**src/rtl/rca_8_pkg.sv**
```systemverilog
// rca_8_pkg: shared constants for the ripple-carry adder family.
//
// Carries only the operand width so that wrappers cascading several rca_8
// instances through cin/cout can size their buses consistently.
package rca_8_pkg;

    // Operand width of one rca_8 slice.
    localparam int unsigned ADD_W = 8;

endpackage : rca_8_pkg

```
**src/rtl/rca_8_full_adder.sv**
```systemverilog
// full_adder: single-bit full adder, purely combinational.
//
// Ports:
//   a   input   addend bit
//   b   input   addend bit
//   ci  input   carry-in
//   s   output  sum bit        (a ^ b ^ ci)
//   co  output  carry-out      (a & b | ci & (a ^ b))
module full_adder (
    input  logic a,
    input  logic b,
    input  logic ci,
    output logic s,
    output logic co
);

    logic p;  // propagate: carry-in passes through when the operand bits differ

    always_comb begin
        p  = a ^ b;
        s  = p ^ ci;
        co = (a & b) | (ci & p);
    end

endmodule : full_adder

```
**src/rtl/rca_8.sv**
```systemverilog
// rca_8: 8-bit unsigned ripple-carry adder with registered outputs.
//
// Eight full_adder cells form a strict bit 0 -> bit 7 carry chain; the 8-bit
// sum and the carry out of bit 7 are captured on the rising clock edge.
// {cout, S} = A + B + cin (0..511), valid one cycle after the operands.
//
// Ports:
//   clk   input      system clock, rising edge
//   rst   input      synchronous active-high reset; clears S and cout
//   A     input  8   addend, unsigned
//   B     input  8   addend, unsigned
//   cin   input  1   carry-in into bit 0
//   S     output 8   registered sum
//   cout  output 1   registered carry-out
module rca_8
    import rca_8_pkg::*;
(
    input  logic             clk,
    input  logic             rst,
    input  logic [ADD_W-1:0] A,
    input  logic [ADD_W-1:0] B,
    input  logic             cin,
    output logic [ADD_W-1:0] S,
    output logic             cout
);

    // c[i] is the carry into bit i; c[ADD_W] is the carry out of the top bit.
    logic [ADD_W:0]   c;
    logic [ADD_W-1:0] sum;

    logic [ADD_W-1:0] s_q;
    logic             cout_q;

    assign c[0] = cin;

    // No lookahead: each stage waits on the previous stage's carry.
    for (genvar i = 0; i < ADD_W; i++) begin : g_fa
        full_adder u_fa (
            .a  (A[i]),
            .b  (B[i]),
            .ci (c[i]),
            .s  (sum[i]),
            .co (c[i+1])
        );
    end

    // Reset takes priority over the result computed for the same edge.
    always_ff @(posedge clk) begin
        if (rst) begin
            s_q    <= '0;
            cout_q <= 1'b0;
        end else begin
            s_q    <= sum;
            cout_q <= c[ADD_W];
        end
    end

    assign S    = s_q;
    assign cout = cout_q;

endmodule : rca_8

```
**config.mk**
```make
export PLATFORM = sky130hd
export DESIGN_NAME = rca_8
export DESIGN_NICKNAME = d
export VERILOG_FILES = /design/src/rtl/rca_8_pkg.sv /design/src/rtl/rca_8_full_adder.sv /design/src/rtl/rca_8.sv
export SDC_FILE = /design/constraint.sdc
export NUM_CORES = 1
export LEC_CHECK = 0
export ABC_AREA = 0
export CAP_MARGIN = 20
export CORE_AREA = 3 3 42 44
export DETAILED_ROUTE_END_ITERATION = 10
export DIE_AREA = 0 0 45 47
export PLACE_DENSITY = 0.68
export SYNTH_ARGS = -nofsm -noshare
export SYNTH_HDL_FRONTEND = slang
export SYNTH_SLANG_ARGS = --single-unit
```
**constraint.sdc**
```tcl
create_clock -name clk -period 4.3 [get_ports clk]
set_clock_uncertainty 0.2 [all_clocks]
set_input_delay 1.29 -clock clk [delete_from_list [all_inputs] [get_ports clk]]
set_output_delay 1.29 -clock clk [all_outputs]
set_load 0.1 [all_outputs]
```
==> run summary <==
fin crit share = 101%
Tot Pwr = 0.295 mW
syn avg cell area = 12.6 sq um
Critical Path RT = 4.28 ns
CP endpoint kind = register
DRC errors left = 0
Avg WL per Cell = 9.61 um
Yosys reg bits = 9
DPL Wire Length = 714 um
Clk pin slew, worst setup/hold paths = 0.05 ns
worst-margin pin slew = 0.968 ns
fin area = 753 sq um
Fmax = 230 MHz
Final Hold Viols = 0
Hold Buf Count CTS = 0
Min Hold Slack = 1.24 ns
chip width = 45 um
Tmin final = 4.34 ns
PwrDens = 392 nW/um^2
Multi-input gate area = 226 sq um
CTS Buf Count = 3
Worst VDD drop = 106 uV
port buffer count = 27
Post-Synthesis Cells = 33
core area = 1470 sq um
failing checks = negative setup slack
RSZ-0062 raised after global routing = yes
Seq/Total Area, Yosys = 43.4%
TritonCTS clock tree = done
final setup margin = -0.0439 ns
WL final = 769 um
global-route wire length before repair = 1210 um
number of detailed-route iterations in the first pass = 1
Static Leakage = 0.306 nW
crit path max fanout = 1
grt ovf = 0
row cnt = 14
Worst setup SP type = primary input
Finish-stage setup viols = 1
Arrival @ worst endpoint = 4.33 ns
Synth Net Count = 60
register area = 180 sq um
H-Tree Depth = 1
area delta synth->final = 81.3%
pre-CTS setup slack = -0.673 ns
Worst Hold Class = primary input to register
hold_sp = cin
io pins = 28
vias = 307
clock buffer depth = 2
RD Place Congestion = 0.656
# clock sinks = 9
share of cells above drive strength 1 = 28.1%
largest net degree at the start of global routing = 10
Final #Nets = 92
Final Max Tran Viols = 0
Die Y = 47 um
DP Area = 718 sq um
post-route insts no fill = 80
ANT nets after route = 0
Slew Limit Headroom = 35.3%
routed vias/inst = 3.84
outcome = complete, but fails checks
worst setup path startpoint = A[0]
placed cell count = 76
Yosys top cell area share = 43.4%
drt initial violations = 0
post-synth top area cell = dfxtp_1
Unique masters post-synth = 5
initial antenna violation count = 0
# diodes = 0
synthesized area = 415 sq um
kind of critical path = primary input to register
Area contributors post-synth = dfxtp_1 (43%), fa_1 (39%), nor2b_1 (9.0%)
yosys warns = 0
fillcell total = 148
MaxCap Viol Count = 0
Overall Global Routing Usage = 8.89%
CTS root buffer = clkbuf_4
initial core utilization = 28.2%
die area = 2120 sq um
number of global-route vias before repair = 300
worst max-delay path, stage by stage:
cell    delay (ns)
buf_6         0.10
inv_4         0.04
fa_2          0.19
inv_2         0.04
fa_2          0.34
fa_2          0.39
fa_2          0.35
fa_2          0.34
fa_2          0.35
fa_2          0.34
inv_2         0.06
fa_1          0.40
nor2_1        0.11
cell usage in the layout (no fill, tap or decap), types with 2 or more instances in the layout:
| master | instances |
|---|---|
| clkdlybuf4s50_1 | 22 |
| dfxtp_1 | 9 |
| fa_2 | 7 |
| nor2b_1 | 6 |
| inv_2 | 4 |
| nor2_1 | 3 |
| clkbuf_4 | 3 |
| buf_6 | 3 |
| inv_1 | 2 |
| dlygate4sd2_1 | 2 |
synth_stat cells:
cell     number
dfxtp_1       9
inv_1         7
fa_1          8
nor2_1        3
nor2b_1       6
registers in the layout, indices dropped and copies added (netlist names):
| name | flops |
|---|---|
| S | 8 |
| cout | 1 |
repair_timing:
item,CTS,global route
buffers inserted,0,0
pin swaps,9,9
setup endpoints to repair,3,2
resized for setup,22,1
area by class of cell:
class / instances / share of cell area, %
Multi-Input combinational cell: 17 / 30.1
Timing Repair Buffer: 27 / 36.0
Sequential cell: 9 / 23.9
Inverter: 7 / 3.82
Clock buffer: 4 / 3.49
Tap cell: 16 / 2.66
metrics by stage:
stage | setup TNS (ns) | util [%]
4_1_cts | -0.124 | 50.8
6_report | -0.0439 | 51.2
5_1_grt | -0.116 | 51.2
3_5_place_dp | -1.43 | 48.8
3_3_place_gp | -1.32 | 48.8
2_1_floorplan | -0.132 | -
per-layer routing:
metal,global-route usage (%),share of wire (%),wire (um),up-vias
li1,-,-,-,153
met1,9.48,33,253,137
met2,13.3,56,427,15
met3,1.15,7.8,60,2
met4,12.3,3.5,27,0
met5,0,0,0,-
report_power, final:
group	internal, mW	switching [mW]
sequential	0.0937	0.00242
clock	0.0355	0.0255
combinational	0.0440	0.0941
total	0.173	0.122
path summary, 6_finish.rpt:
| path | endpoint | slack, ns | depth (start not counted) |
|---|---|---|---|
| worst max-delay path | S[7] | -0.04 | 13 |
| worst min-delay path | S[0] | 1.24 | 4 |
logic make-up (layout without fill, tap and decap cells):
family	count (synthesis)	in the layout	synth area share (%)
adder cells (fa/ha/maj)	8	8	38.6
buffers and inverters	7	38	6.33
flip-flops	9	9	43.4
AND/OR/NAND/NOR	9	9	11.7
No activity file was read; power rests on OpenSTA's default activity.
